## src/rtl/rv32i_types.sv

```systemverilog
// Shared pipeline types: the inter-stage word bundle and stage_queue helpers.
package rv32i_types;

    typedef struct packed {
        logic [31:0] pc;
        logic [31:0] instr;
        logic [31:0] rs1_val;
        logic [31:0] rs2_val;
        logic [4:0]  rd;
        logic        reg_we;
        logic        mem_rd;
        logic        mem_wr;
    } rv32i_stage;

    localparam int STAGEQ_DEFAULT_DEPTH = 2;

    // Encoded as {write, read-advance} so the pair can be cast directly.
    typedef enum logic [1:0] {
        SQ_IDLE = 2'b00,
        SQ_POP  = 2'b01,
        SQ_PUSH = 2'b10,
        SQ_BOTH = 2'b11
    } stageq_op_e;

    function automatic int stageq_ptr_w(input int depth);
        int w;
        w = $clog2(depth);
        return (w < 1) ? 1 : w;
    endfunction

endpackage

```

## src/rtl/stage_queue_if.sv

```systemverilog
// Valid/ready bundle between an upstream stage, the queue and a downstream stage.
interface stage_queue_if
    import rv32i_types::*;
#(
    parameter int WIDTH = $bits(rv32i_stage)
);
    logic             in_valid;
    logic             in_ready;
    logic [WIDTH-1:0] in_data;
    logic             out_valid;
    logic             out_ready;
    logic [WIDTH-1:0] out_data;

    modport slave (
        input  in_valid, in_data, out_ready,
        output in_ready, out_valid, out_data
    );

    modport master (
        output in_valid, in_data, out_ready,
        input  in_ready, out_valid, out_data
    );
endinterface

```

## src/rtl/stage_queue_mem.sv

```systemverilog
// Entry storage for stage_queue: one write port, one asynchronous read port, no reset.
module stage_queue_mem
    import rv32i_types::*;
#(
    parameter int WIDTH = $bits(rv32i_stage),
    parameter int DEPTH = STAGEQ_DEFAULT_DEPTH,
    parameter int PTR_W = stageq_ptr_w(DEPTH)
) (
    input  logic             clk,
    input  logic             wr_en,
    input  logic [PTR_W-1:0] wr_addr,
    input  logic [WIDTH-1:0] wr_data,
    input  logic [PTR_W-1:0] rd_addr,
    output logic [WIDTH-1:0] rd_data
);

    logic [WIDTH-1:0] mem_r [DEPTH];

    // Write only on an accepted push so unread entries stay stable.
    always_ff @(posedge clk) begin
        if (wr_en) begin
            mem_r[wr_addr] <= wr_data;
        end
    end

    assign rd_data = mem_r[rd_addr];

endmodule

```

## src/rtl/stage_queue.sv

```systemverilog
// Elastic inter-stage queue: circular buffer with valid/ready on both sides,
// synchronous flush, almost-full watermark and optional empty-queue bypass.
module stage_queue
    import rv32i_types::*;
#(
    parameter  int WIDTH       = $bits(rv32i_stage),
    parameter  int DEPTH       = STAGEQ_DEFAULT_DEPTH,
    parameter  int BYPASS      = 0,
    parameter  int AFULL_LEVEL = DEPTH - 1,
    localparam int PTR_W       = stageq_ptr_w(DEPTH),
    localparam int CNT_W       = $clog2(DEPTH + 1)
) (
    input  logic             clk,
    input  logic             rst_n,
    input  logic             flush,
    stage_queue_if.slave     bus,
    output logic [CNT_W-1:0] count,
    output logic             almost_full
);

    localparam logic [CNT_W-1:0] DEPTH_C  = CNT_W'(DEPTH);
    localparam logic [CNT_W-1:0] AFULL_C  = CNT_W'(AFULL_LEVEL);
    localparam logic [PTR_W-1:0] LAST_PTR = PTR_W'(DEPTH - 1);

    generate
        if (DEPTH < 1 || AFULL_LEVEL < 1 || AFULL_LEVEL > DEPTH) begin : g_bad_param
            $fatal(1, "stage_queue: DEPTH must be >=1 and AFULL_LEVEL in 1..DEPTH");
        end
    endgenerate

    logic [PTR_W-1:0] wr_ptr_r, rd_ptr_r, wr_ptr_next_s, rd_ptr_next_s;
    logic [CNT_W-1:0] count_r, count_next_s;
    logic             almost_full_r, almost_full_next_s;
    logic             empty_s, bypass_s, in_ready_s, out_valid_s;
    logic             push_s, pop_s, bypass_xfer_s, wr_en_s, rd_adv_s;
    logic [WIDTH-1:0] rd_data_s, out_data_s;
    stageq_op_e       op_s;

    function automatic logic [PTR_W-1:0] ptr_inc(input logic [PTR_W-1:0] p);
        return (p == LAST_PTR) ? {PTR_W{1'b0}} : p + PTR_W'(1);
    endfunction

    stage_queue_mem #(
        .WIDTH (WIDTH),
        .DEPTH (DEPTH),
        .PTR_W (PTR_W)
    ) u_mem (
        .clk     (clk),
        .wr_en   (wr_en_s),
        .wr_addr (wr_ptr_r),
        .wr_data (bus.in_data),
        .rd_addr (rd_ptr_r),
        .rd_data (rd_data_s)
    );

    // Handshake decode; a bypass transfer neither writes storage nor moves pointers.
    always_comb begin
        empty_s       = (count_r == {CNT_W{1'b0}});
        bypass_s      = (BYPASS != 0) && empty_s;
        in_ready_s    = !flush && (count_r < DEPTH_C);
        out_valid_s   = !flush && (!empty_s || (bypass_s && bus.in_valid));
        push_s        = bus.in_valid && in_ready_s;
        pop_s         = out_valid_s && bus.out_ready;
        bypass_xfer_s = bypass_s && pop_s;
        wr_en_s       = push_s && !bypass_xfer_s;
        rd_adv_s      = pop_s && !bypass_xfer_s;
        if (!out_valid_s) begin
            out_data_s = {WIDTH{1'b0}};
        end else if (empty_s) begin
            out_data_s = bus.in_data;
        end else begin
            out_data_s = rd_data_s;
        end
    end

    // Next pointers, occupancy and watermark; flush wins over any transfer.
    always_comb begin
        op_s          = stageq_op_e'({wr_en_s, rd_adv_s});
        wr_ptr_next_s = wr_ptr_r;
        rd_ptr_next_s = rd_ptr_r;
        count_next_s  = count_r;
        if (flush) begin
            wr_ptr_next_s = {PTR_W{1'b0}};
            rd_ptr_next_s = {PTR_W{1'b0}};
            count_next_s  = {CNT_W{1'b0}};
        end else begin
            case (op_s)
                SQ_PUSH: begin
                    wr_ptr_next_s = ptr_inc(wr_ptr_r);
                    count_next_s  = count_r + CNT_W'(1);
                end
                SQ_POP: begin
                    rd_ptr_next_s = ptr_inc(rd_ptr_r);
                    count_next_s  = count_r - CNT_W'(1);
                end
                SQ_BOTH: begin
                    wr_ptr_next_s = ptr_inc(wr_ptr_r);
                    rd_ptr_next_s = ptr_inc(rd_ptr_r);
                end
                SQ_IDLE: begin
                    count_next_s = count_r;
                end
                default: begin
                    count_next_s = count_r;
                end
            endcase
        end
        almost_full_next_s = (count_next_s >= AFULL_C);
    end

    // Control state registers; storage is intentionally left out of reset.
    always_ff @(posedge clk or negedge rst_n) begin
        if (!rst_n) begin
            wr_ptr_r      <= {PTR_W{1'b0}};
            rd_ptr_r      <= {PTR_W{1'b0}};
            count_r       <= {CNT_W{1'b0}};
            almost_full_r <= 1'b0;
        end else begin
            wr_ptr_r      <= wr_ptr_next_s;
            rd_ptr_r      <= rd_ptr_next_s;
            count_r       <= count_next_s;
            almost_full_r <= almost_full_next_s;
        end
    end

    assign bus.in_ready  = in_ready_s;
    assign bus.out_valid = out_valid_s;
    assign bus.out_data  = out_data_s;
    assign count         = count_r;
    assign almost_full   = almost_full_r;

endmodule

```

## src/flat_wrapper.sv

```systemverilog
// flat-port wrapper written by rule: the top's interface ports become plain ports
module stage_queue_flat import rv32i_types::*;
#(
    parameter  int WIDTH       = $bits(rv32i_stage),
    parameter  int DEPTH       = STAGEQ_DEFAULT_DEPTH,
    parameter  int BYPASS      = 0,
    parameter  int AFULL_LEVEL = DEPTH - 1,
    localparam int PTR_W       = stageq_ptr_w(DEPTH),
    localparam int CNT_W       = $clog2(DEPTH + 1)
)
  (clk, rst_n, flush, count, almost_full, bus_in_valid, bus_in_data, bus_out_ready, bus_in_ready, bus_out_valid, bus_out_data);
  stage_queue_if #(.WIDTH(WIDTH)) bus_i ();
  input  logic clk;
  input  logic rst_n;
  input  logic flush;
  output logic [CNT_W-1:0] count;
  output logic almost_full;
  input wire logic [$bits(bus_i.in_valid)-1:0] bus_in_valid;
  input wire logic [$bits(bus_i.in_data)-1:0] bus_in_data;
  input wire logic [$bits(bus_i.out_ready)-1:0] bus_out_ready;
  output wire logic [$bits(bus_i.in_ready)-1:0] bus_in_ready;
  output wire logic [$bits(bus_i.out_valid)-1:0] bus_out_valid;
  output wire logic [$bits(bus_i.out_data)-1:0] bus_out_data;
  assign bus_i.in_valid = bus_in_valid;
  assign bus_i.in_data = bus_in_data;
  assign bus_i.out_ready = bus_out_ready;
  assign bus_in_ready = bus_i.in_ready;
  assign bus_out_valid = bus_i.out_valid;
  assign bus_out_data = bus_i.out_data;
  stage_queue #(.WIDTH(WIDTH), .DEPTH(DEPTH), .BYPASS(BYPASS), .AFULL_LEVEL(AFULL_LEVEL)) u_core (.clk(clk), .rst_n(rst_n), .flush(flush), .bus(bus_i), .count(count), .almost_full(almost_full));
endmodule
```

## config.mk

```make
export PLATFORM = sky130hd
export DESIGN_NAME = stage_queue_flat
export DESIGN_NICKNAME = d
export VERILOG_FILES = /design/src/rtl/rv32i_types.sv /design/src/rtl/stage_queue_if.sv /design/src/rtl/stage_queue_mem.sv /design/src/rtl/stage_queue.sv /design/src/flat_wrapper.sv
export SDC_FILE = /design/constraint.sdc
export NUM_CORES = 1
export LEC_CHECK = 0
export ABC_AREA = 1
export CORE_ASPECT_RATIO = 1.2
export CORE_UTILIZATION = 40
export CTS_BUF_LIST = sky130_fd_sc_hd__clkbuf_2
export CTS_CLUSTER_DIAMETER = 60
export DETAILED_ROUTE_END_ITERATION = 7
export PLACE_DENSITY = 0.67
export SLEW_MARGIN = 5
export SYNTH_ARGS = -nofsm -noshare
export SYNTH_HDL_FRONTEND = slang
export SYNTH_HIERARCHICAL = 1
export SYNTH_SLANG_ARGS = --single-unit
export TNS_END_PERCENT = 5
```

## constraint.sdc

```tcl
create_clock -name clk -period 8.91 [get_ports clk]
set_clock_uncertainty 0.2 [all_clocks]
set_input_delay 2.673 -clock clk [delete_from_list [all_inputs] [get_ports clk]]
set_output_delay 2.673 -clock clk [all_outputs]
set_load 0.05 [all_outputs]
```

==> results by group, run 1 <==
Outcome
  – Status: completed

Die
  – I/O pin total: 282
  – Die X: 155 um
  – Full die area: 0.0289 mm^2
  – Core Footprint: 0.0278 mm^2
  – Die H: 186 um
  – # rows: 67
  – Initial core utilization: 0.406

Setup path
  – Critical Path AT: 4810 ps
  – Delay-heaviest family, CP: buffers and inverters
  – CP endpoint kind: output port
  – Register-to-Register Path Depth: 6
  – Kind of critical path: input port to output port
  – Crit-path max cell delay: 840 ps
  – Buf/Inv on CP: 4
  – Worst path slowest cell: clkdlybuf4s50_1
  – Crit path max fanout: 60
  – Crit-path most repeated cell: clkdlybuf4s50_1
  – Crit path depth: 6
  – CP Launch Type: input port
  – Worst-path cell chain: clkdlybuf4s50_1, nor2_4, inv_4, buf_4, nor2_1, clkdlybuf4s50_1
  – Req. time, crit path: 6040 ps

Synthesis
  – Post-synthesis cell count: 1038
  – Synth Register Bits: 277
  – Mapped Avg Cell Area: 10.9 um^2
  – Distinct cells, synth: 17
  – Post-synth top area share: 0.724
  – Total of warnings raised by yosys: 6
  – Mapped Nets: 1182
  – Post-synthesis sequential area ratio: 0.735
  – Dominant cells by area after synthesis: edfxtp_1, nand2_1, inv_1
  – Yosys top cell by area: edfxtp_1
  – Post-Syn Area: 0.0113 mm^2

Finish
  – Nets: 1502
  – Synthesis-to-finish area growth: 33.3%
  – Ratio of cells with drive above 1 in the final layout: 0.0845

Placement
  – Dpl hpwl: 15500 um
  – Final GP Congestion: 0.728
  – IO Port Bufs: 281

Global route
  – Initial antenna violation count: 4
  – GRT overflow: 0
  – Largest net degree at the start of global routing: 87
  – First-pass GRT wire length: 38600 um
  – Vias in the first global route: 7841
  – GRT Resource Usage Total: 0.174

Power
  – Peak VDD IR: 0.000106 V
  – Leakage: 6.39 nW
  – PwrDens: 188 mW/mm^2

Route
  – Vias: 7849
  – Number of DRC markers in iteration 0: 471
  – Wire per inst: 14.0 um
  – # DRC: 0
  – Antenna viol nets, final: 0
  – Drt first pass iters: 5
  – Vias per inst: 4.38
  – WL final: 25100 um

Clock tree
  – Num CTS Buffers: 72
  – Setup Buffers After CTS: 0
  – Resized cells post-CTS: 0
  – Clock root cell: clkbuf_2
  – # clock sinks: 277
  – Hold Buf Count CTS: 0
  – Clock-pin slew on the worst setup and hold paths: 80 ps
  – Clock Path Buffers: 3
  – TritonCTS clock tree: built
  – H-tree depth: 3
  – Clk_lat worst skew: 750 ps

Timing
  – Setup TNS Final: 0 ps
  – RSZ-0062 raised after global routing: false
  – Peak Freq: 130 MHz
  – Min Hold Slack: 358 ps
  – Slew margin rel.: 0.413
  – Final min period: 7690 ps
  – Tightest Pin Transition: 881 ps
  – Final hold viol count: 0
  – Setup violations, final: 0
  – Period utilization: 0.863
  – Slew Limit Fails: 0

Job
  – Maxcap violations: 0

Hold path
  – Type of the tightest min-delay check: register to register
  – WHS Path Cells: 1
==> layout by cell type, fill, tap and decap left out, drive strengths merged <==
| cell type | count |
|---|---|
| a21oi | 1 |
| buf | 8 |
| bufinv | 1 |
| clkbuf | 97 |
| clkdlybuf4s50 | 281 |
| clkinv | 25 |
| dfrtp | 5 |
| diode | 4 |
| edfxtp | 272 |
| ha | 3 |
| inv | 151 |
| nand2 | 417 |
| nand3 | 4 |
| nand4 | 1 |
| nor2 | 140 |
| o21ai | 2 |
| or2 | 1 |
==> cells by family (layout without fill, tap and decap cells) <==
| logic type | count (synthesis) | in the layout | synth area share |
|---|---|---|---|
| compound gates | 3 | 3 | 0.00133 |
| fa+ha+maj | 3 | 3 | 0.00333 |
| buf+inv | 192 | 563 | 0.0717 |
| flops | 277 | 277 | 0.735 |
| other cells | 0 | 4 | 0 |
| simple gates | 563 | 563 | 0.189 |
==> layer usage <==
metal | global-route usage | share of wire | up-vias
li1 | - | - | 3928
met1 | 0.192 | 0.39 | 3562
met4 | 0.0678 | 0.016 | 2
met2 | 0.301 | 0.49 | 314
met3 | 0.0687 | 0.099 | 43
met5 | 0 | 0.00052 | -
==> stage by stage <==
step | instance area [um^2] | power, mW | worst slack, ps | std cells | util
finish | 15000 | 2.83 | 1220 | 1792 | 0.541
global route | 15000 | 3.00 | 1090 | 1790 | 0.541
CTS | 15000 | 2.89 | 1180 | 1788 | 0.540
detailed placement | 14400 | 2.06 | 1180 | 1663 | 0.518
global placement | 14400 | 2.05 | 1150 | 1663 | 0.518
floorplan | 11300 | 1.86 | 1020 | 1038 | -
==> final timing paths <==
| path | end | from | slack (ps) |
|---|---|---|---|
| worst max register to register | u_core/u_mem/mem_r[1][20] | u_core/count[1] | 6030 |
| worst min register to register | u_core/wr_ptr_r | u_core/wr_ptr_r | 360 |
| worst min-delay path | u_core/wr_ptr_r | u_core/wr_ptr_r | 360 |
| min in group asynchronous | u_core/rd_ptr_r | rst_n | 1860 |
| max in group asynchronous | u_core/count[1] | rst_n | 6350 |
| worst max-delay path | bus_out_data[74] | flush | 1220 |
==> state kept, by name, indices dropped and copies added, names as in the netlist <==
register	count
u_core/count	2
u_core/rd_ptr_r	1
u_core/u_mem/mem_r	272
u_core/almost_full	1
u_core/wr_ptr_r	1
==> Yosys cell counts <==
cell type	n
or2_2	1
o21ai_0	2
nor2_1	139
ha_1	3
dfrtp_1	5
buf_2	23
inv_2	2
nand3_1	4
nand2_1	417
inv_1	147
a21oi_1	1
nor2_4	1
clkbuf_1	9
buf_4	6
nand4_1	1
edfxtp_1	272
buf_6	5
==> cell type report <==
class | instances | area [um^2]
sequential | 277 | 8300
inverter | 149 | 569
tap | 379 | 474
clock inverter | 28 | 136
clock buffer | 97 | 485
multi-input combinational | 569 | 2190
antenna | 4 | 10.0
fill | 2479 | 12800
timing repair buffer | 289 | 2890
==> power breakdown <==
group | internal (mW) | total (mW) | switching, mW | leakage, nW
clock | 0.326 | 0.812 | 0.486 | 0.474
sequential | 1.49 | 1.51 | 0.0227 | 2.56
combinational | 0.175 | 0.510 | 0.335 | 3.36
total | 1.99 | 2.83 | 0.844 | 6.39
No activity file was read; power rests on OpenSTA's default activity.
==> inputs of run 2 (changes only) <==
--- a/config.mk
+++ b/config.mk
@@ -6,12 +6,13 @@
 export NUM_CORES = 1
 export LEC_CHECK = 0
 export ABC_AREA = 1
+export CAP_MARGIN = 20
 export CORE_ASPECT_RATIO = 1.2
 export CORE_UTILIZATION = 40
 export CTS_BUF_LIST = sky130_fd_sc_hd__clkbuf_2
 export CTS_CLUSTER_DIAMETER = 60
 export DETAILED_ROUTE_END_ITERATION = 7
-export PLACE_DENSITY = 0.67
+export PLACE_DENSITY = 0.65
 export SLEW_MARGIN = 5
 export SYNTH_ARGS = -nofsm -noshare
 export SYNTH_HDL_FRONTEND = slang
==> run 2 against run 1 <==
Core utilization is 0.13 points lower. Sequential cell count unchanged. Design area decreased by 0.24%. Global-route usage barely moved. Via count increased by 0.46%. Critical path depth unchanged. Worst setup slack improved by 83 ps. Maximum frequency rose by 1.1%. Sequential power hardly changed. Routed wire length barely moved. Cell count fell by 0.45%. Hold slack lost 12 ps.
==> results by group, run 2 (synthesized netlist as in run 1, its figures left out) <==
Outcome
  – Status: completed (unchanged)

Global route
  – Vias in the first global route: 7611 (was 7841)
  – Gr busiest metal: met2 (unchanged)
  – M1 GR Usage: 0.207 (was 0.192)
  – Global Route met2 Usage: 0.289 (was 0.301)
  – Initial antenna violation count: 3 (was 4)
  – GRT overflow: 0 (unchanged)
  – Largest net degree at the start of global routing: 96 (was 87)
  – GRT Resource Usage Total: 0.174 (about the same)
  – Met3 GRT Util: 0.0633 (was 0.0687)
  – First-pass GRT wire length: 38400 um (was 38600 um)

Finish
  – Nets: 1499 (was 1502)
  – Cell area after layout: 0.0150 mm^2 (about the same)
  – Max reg flops: 272 (unchanged)
  – Most flop-heavy register: u_core/u_mem/mem_r (unchanged)
  – Synthesis-to-finish area growth: 33.0% (was 33.3%)
  – Most common cell after layout, fill and taps aside: nand2_1 (unchanged)
  – Ratio of cells with drive above 1 in the final layout: 0.0862 (was 0.0845)
  – Most frequent cells in the layout: nand2_1, clkdlybuf4s50_1, edfxtp_1, inv_1, nor2_1 (unchanged)

Setup path
  – Critical Path AT: 4730 ps (was 4810 ps)
  – Crit path max fanout: 95 (was 60)
  – Register-to-Register Path Depth: 6 (unchanged)
  – Delay-heaviest family, CP: buffers and inverters (unchanged)
  – Worst setup startpoint: flush (unchanged)
  – Crit-path most repeated cell: clkdlybuf4s50_1 (unchanged)
  – Crit path depth: 6 (unchanged)
  – FF-to-FF setup slack: 5970 ps (was 6030 ps)
  – Crit-path max cell delay: 820 ps (was 840 ps)
  – Worst-path cell chain: clkdlybuf4s50_1, nor2_4, inv_4, buf_12, nor2_1, clkdlybuf4s50_1 (was clkdlybuf4s50_1, nor2_4, inv_4, buf_4, nor2_1, clkdlybuf4s50_1)
  – CP endpoint kind: output port (unchanged)
  – R2r startpoint: u_core/count[1] (unchanged)
  – Reg-to-Reg End: u_core/u_mem/mem_r[1][125] (was u_core/u_mem/mem_r[1][20])
  – Kind of critical path: input port to output port (unchanged)
  – Buf/Inv on CP: 4 (unchanged)
  – Critical path endpoint: bus_out_data[117] (was bus_out_data[74])
  – CP Launch Type: input port (unchanged)
  – Req. time, crit path: 6040 ps (about the same)
  – Worst path slowest cell: clkdlybuf4s50_1 (unchanged)

Power
  – Sw power: 847 uW (was 844 uW)
  – Peak VDD IR: 0.000105 V (was 0.000106 V)
  – Int Pwr: 1.96 mW (was 1.99 mW)
  – PwrDens: 187 mW/mm^2 (was 188 mW/mm^2)
  – Clock power share: 0.281 (was 0.287)
  – Tot Pwr: 2.81 mW (was 2.83 mW)
  – Reg power frac: 0.537 (was 0.533)
  – Sw frac: 0.301 (was 0.298)
  – Leakage: 6.37 nW (was 6.39 nW)
  – Combinational fraction of design power: 0.182 (was 0.180)

Route
  – WL final: 25100 um (about the same)
  – Drt first pass iters: 5 (unchanged)
  – Vias per inst: 4.42 (was 4.38)
  – Vias: 7885 (was 7849)
  – Wire per inst: 14.1 um (was 14.0 um)
  – Number of DRC markers in iteration 0: 519 (was 471)
  – # DRC: 0 (unchanged)
  – Antenna viol nets, final: 0 (unchanged)

Placement
  – IO Port Bufs: 281 (unchanged)
  – Final GP Congestion: 0.710 (was 0.728)
  – Placed cell area: 0.0144 mm^2 (unchanged)
  – Dpl hpwl: 15300 um (was 15500 um)

Clock tree
  – H-tree depth: 3 (unchanged)
  – Resized cells post-CTS: 0 (unchanged)
  – Hold Buf Count CTS: 0 (unchanged)
  – # clock sinks: 277 (unchanged)
  – Clock-pin slew on the worst setup and hold paths: 90 ps (was 80 ps)
  – Setup Buffers After CTS: 0 (unchanged)
  – Clock root cell: clkbuf_2 (unchanged)
  – Num CTS Buffers: 69 (was 72)
  – TritonCTS clock tree: built (unchanged)
  – Clock Path Buffers: 3 (unchanged)
  – Clk_lat worst skew: 770 ps (was 750 ps)

Timing
  – Period utilization: 0.853 (was 0.863)
  – Peak Freq: 132 MHz (was 130 MHz)
  – Final min period: 7600 ps (was 7690 ps)
  – Min Hold Slack: 346 ps (was 358 ps)
  – Setup TNS Final: 0 ps (unchanged)
  – Tightest Pin Transition: 996 ps (was 881 ps)
  – RSZ-0062 raised after global routing: false (unchanged)
  – Slew Limit Fails: 0 (unchanged)
  – Final hold viol count: 0 (unchanged)
  – Setup violations, final: 0 (unchanged)
  – Slew margin rel.: 0.336 (was 0.413)

Die
  – # rows: 67 (unchanged)
  – Die H: 186 um (unchanged)
  – I/O pin total: 282 (unchanged)
  – Die X: 155 um (unchanged)
  – Core Footprint: 0.0278 mm^2 (unchanged)
  – Initial core utilization: 0.406 (unchanged)
  – Full die area: 0.0289 mm^2 (unchanged)

Job
  – Maxcap violations: 0 (unchanged)

Hold path
  – Type of the tightest min-delay check: register to register (unchanged)
==> run 2: worst register-to-register path: stages (launching register included) <==
cell	delay, ps
dfrtp_1	440
nor2_1	160
nand2_1	100
inv_1	130
nand2_1	130
inv_6	670
buf_4	660
==> run 2: metal layers <==
metal | share of wire | routed length [um]
met4 | 0.017 | 416
met2 | 0.49 | 12200
met3 | 0.083 | 2080
met1 | 0.41 | 10400
met5 | 0.00044 | 11
==> run 2: final cells by class <==
class,instances,area [um^2]
inverter,149,569
antenna,2,5.00
timing repair buffer,289,2890
clock buffer,100,500
sequential,277,8300
fill,2474,12800
tap,379,474
clock inverter,19,90.1
multi-input combinational,569,2190
==> run 2: power by group through the flow <==
stage	combinational (mW)	sequential (mW)	clock, mW
finish	0.512	1.51	0.789
global route	0.557	1.52	0.895
global placement	0.512	1.54	0
CTS	0.519	1.51	0.832
detailed placement	0.517	1.54	0
floorplan	0.322	1.54	0
==> run 2: worst min path at each step <==
stage | startpoint | endpoint | slack, ps | cells past startpoint
6_report | u_core/wr_ptr_r | u_core/wr_ptr_r | 350 | 1
5_1_grt | u_core/wr_ptr_r | u_core/wr_ptr_r | 380 | 1
4_1_cts | u_core/wr_ptr_r | u_core/wr_ptr_r | 350 | 1
3_5_place_dp | u_core/wr_ptr_r | u_core/wr_ptr_r | 330 | 1
3_3_place_gp | u_core/wr_ptr_r | u_core/wr_ptr_r | 320 | 1
2_1_floorplan | u_core/wr_ptr_r | u_core/wr_ptr_r | 270 | 1
==> run 2: metrics by stage <==
step | setup WS [ps] | instances | util
floorplan | 1020 | 1038 | -
global placement | 1380 | 1663 | 0.518
detailed placement | 1390 | 1663 | 0.518
CTS | 1370 | 1782 | 0.539
global route | 1250 | 1783 | 0.539
finish | 1310 | 1784 | 0.539
==> inputs of run 3 (changes only) <==
==> constraint.sdc (replaced) <==
create_clock -name clk -period 9.2 [get_ports clk]
set_clock_uncertainty 0.2 [all_clocks]
set_input_delay 2.76 -clock clk [delete_from_list [all_inputs] [get_ports clk]]
set_output_delay 2.76 -clock clk [all_outputs]
set_load 0.05 [all_outputs]
==> run 3 against run 2 <==
Worst setup slack gained 40 ps. Sequential cell count stayed put. Non-clock buffer count is the same. Sequential share of layout area grew 0.13 points. Clock power is 6.7% lower.
==> results by group, run 3 (synthesized netlist as in run 1, its figures left out) <==
Outcome
  – Status: completed (unchanged)

Global route
  – Vias in the first global route: 7661 (was 7611)
  – First-pass GRT wire length: 38700 um (was 38400 um)
  – Initial antenna violation count: 3 (unchanged)
  – GRT Resource Usage Total: 0.176 (was 0.174)
  – Largest net degree at the start of global routing: 99 (was 96)
  – GRT overflow: 0 (unchanged)

Setup path
  – R2r startpoint: u_core/count[1] (unchanged)
  – Kind of critical path: input port to output port (unchanged)
  – Critical Path AT: 4890 ps (was 4730 ps)
  – Crit-path max cell delay: 730 ps (was 820 ps)
  – CP Launch Type: input port (unchanged)
  – Buf/Inv on CP: 4 (unchanged)
  – Worst path slowest cell: clkdlybuf4s50_1 (unchanged)
  – Register-to-Register Path Depth: 6 (unchanged)
  – Crit-path most repeated cell: clkdlybuf4s50_1 (unchanged)
  – CP endpoint kind: output port (unchanged)
  – Req. time, crit path: 6240 ps (was 6040 ps)
  – Worst-path cell chain: clkdlybuf4s50_1, nor2_4, inv_4, buf_4, nor2_1, clkdlybuf4s50_1 (was clkdlybuf4s50_1, nor2_4, inv_4, buf_12, nor2_1, clkdlybuf4s50_1)
  – Reg-to-Reg End: u_core/u_mem/mem_r[1][116] (was u_core/u_mem/mem_r[1][125])
  – Crit path max fanout: 37 (was 95)
  – Delay-heaviest family, CP: buffers and inverters (unchanged)
  – FF-to-FF setup slack: 6300 ps (was 5970 ps)

Timing
  – Period utilization: 0.854
  – Final min period: 7850 ps
  – Slew Limit Fails: 0 (unchanged)
  – RSZ-0062 raised after global routing: false (unchanged)
  – Setup TNS Final: 0 ps (unchanged)
  – Final hold viol count: 0 (unchanged)
  – Peak Freq: 127 MHz
  – Min Hold Slack: 351 ps (was 346 ps)
  – Setup violations, final: 0 (unchanged)
  – Slew margin rel.: 0.321 (was 0.336)
  – Tightest Pin Transition: 1020 ps (was 996 ps)

Clock tree
  – Num CTS Buffers: 70 (was 69)
  – # clock sinks: 277 (unchanged)
  – Clk_lat worst skew: 750 ps (was 770 ps)
  – H-tree depth: 3 (unchanged)
  – Resized cells post-CTS: 0 (unchanged)
  – Hold Buf Count CTS: 0 (unchanged)
  – Clock-pin slew on the worst setup and hold paths: 90 ps (about the same)
  – TritonCTS clock tree: built (unchanged)
  – Clock root cell: clkbuf_2 (unchanged)
  – Setup Buffers After CTS: 0 (unchanged)
  – Clock Path Buffers: 3 (unchanged)

Route
  – Antenna viol nets, final: 0 (unchanged)
  – WL final: 25500 um (was 25100 um)
  – Vias per inst: 4.42 (about the same)
  – Number of DRC markers in iteration 0: 392 (was 519)
  – # DRC: 0 (unchanged)
  – Wire per inst: 14.3 um (was 14.1 um)
  – Drt first pass iters: 4 (was 5)
  – Vias: 7845 (was 7885)

Die
  – Core Footprint: 0.0278 mm^2 (unchanged)
  – Die H: 186 um (unchanged)
  – Die X: 155 um (unchanged)
  – I/O pin total: 282 (unchanged)
  – Full die area: 0.0289 mm^2 (unchanged)
  – Initial core utilization: 0.406 (unchanged)
  – # rows: 67 (unchanged)

Finish
  – Nets: 1500 (was 1499)
  – Final core occ: 0.538 (was 0.539)
  – Synthesis-to-finish area growth: 32.7% (was 33.0%)
  – Most common cell after layout, fill and taps aside: nand2_1 (unchanged)
  – Max reg flops: 272 (unchanged)
  – Most frequent cells in the layout: nand2_1, clkdlybuf4s50_1, edfxtp_1, inv_1, nor2_1 (unchanged)
  – FF/Latch Area: 0.00830 mm^2 (unchanged)
  – # fillers: 2478 (was 2474)
  – Most flop-heavy register: u_core/u_mem/mem_r (unchanged)
  – Area of the multi-input gates: 0.00219 mm^2 (unchanged)
  – Ratio of cells with drive above 1 in the final layout: 0.0818 (was 0.0862)

Hold path
  – WHS Path Cells: 1 (unchanged)
  – Worst hold start: u_core/wr_ptr_r (unchanged)
  – Hold path endpoint: u_core/wr_ptr_r (unchanged)
  – Type of the tightest min-delay check: register to register (unchanged)

Placement
  – Final GP Congestion: 0.723 (was 0.710)
  – IO Port Bufs: 281 (unchanged)
  – Dpl hpwl: 15500 um (was 15300 um)

Power
  – PwrDens: 180 mW/mm^2 (was 187 mW/mm^2)
  – Peak VDD IR: 0.000113 V (was 0.000105 V)
  – Tot Pwr: 2.70 mW (was 2.81 mW)
  – Leakage: 6.35 nW (was 6.37 nW)

Job
  – Maxcap violations: 0 (unchanged)
## run 3: cell types whose count changed in the layout (fill, tap and decap cells not counted), sizes merged
cell,before,now
clkbuf,100,99
clkinv,16,10
clkinvlp,3,0
diode,2,3
## run 3: metrics by stage
step	instances	area [um^2]	setup WS, ps
final	1775	15000	1350
after floorplan	1038	11300	1230
after CTS	1771	14900	1320
after global placement	1662	14400	1360
after global routing	1774	15000	1220
after detailed placement	1662	14400	1320
## run 3: how the worst max path moves through the flow
| stage | start | to | slack (ps) | cells after the start |
|---|---|---|---|---|
| detailed placement | flush | bus_out_data[16] | 1320 | 6 |
| global route | flush | bus_out_data[126] | 1220 | 6 |
| finish | flush | bus_out_data[16] | 1350 | 6 |
| floorplan | flush | u_core/u_mem/mem_r[0][0] | 1230 | 5 |
| global placement | flush | bus_out_data[111] | 1360 | 6 |
| CTS | flush | bus_out_data[16] | 1320 | 6 |
## run 3: layout make-up
type / instances / area share
diodes: 3 / 0.000501
well taps: 379 / 0.0317
clock buffers: 99 / 0.0331
inverters: 149 / 0.0380
flip-flops and latches: 277 / 0.554
clock inverters: 10 / 0.00251
repair buffers: 289 / 0.194
multi-input cells: 569 / 0.146
## run 3: per-layer routing
layer	wire length, um	GRT usage	vias to the layer above
li1	-	-	3918
met1	10000	0.203	3592
met2	12500	0.290	286
met3	2250	0.0645	49
met4	661	0.0851	0
met5	0	0	-
## run 3: power by group
part	switching, mW	leakage, nW	internal, mW
registers	0.0216	2.56	1.44
logic	0.326	3.37	0.171
clock network	0.456	0.427	0.280
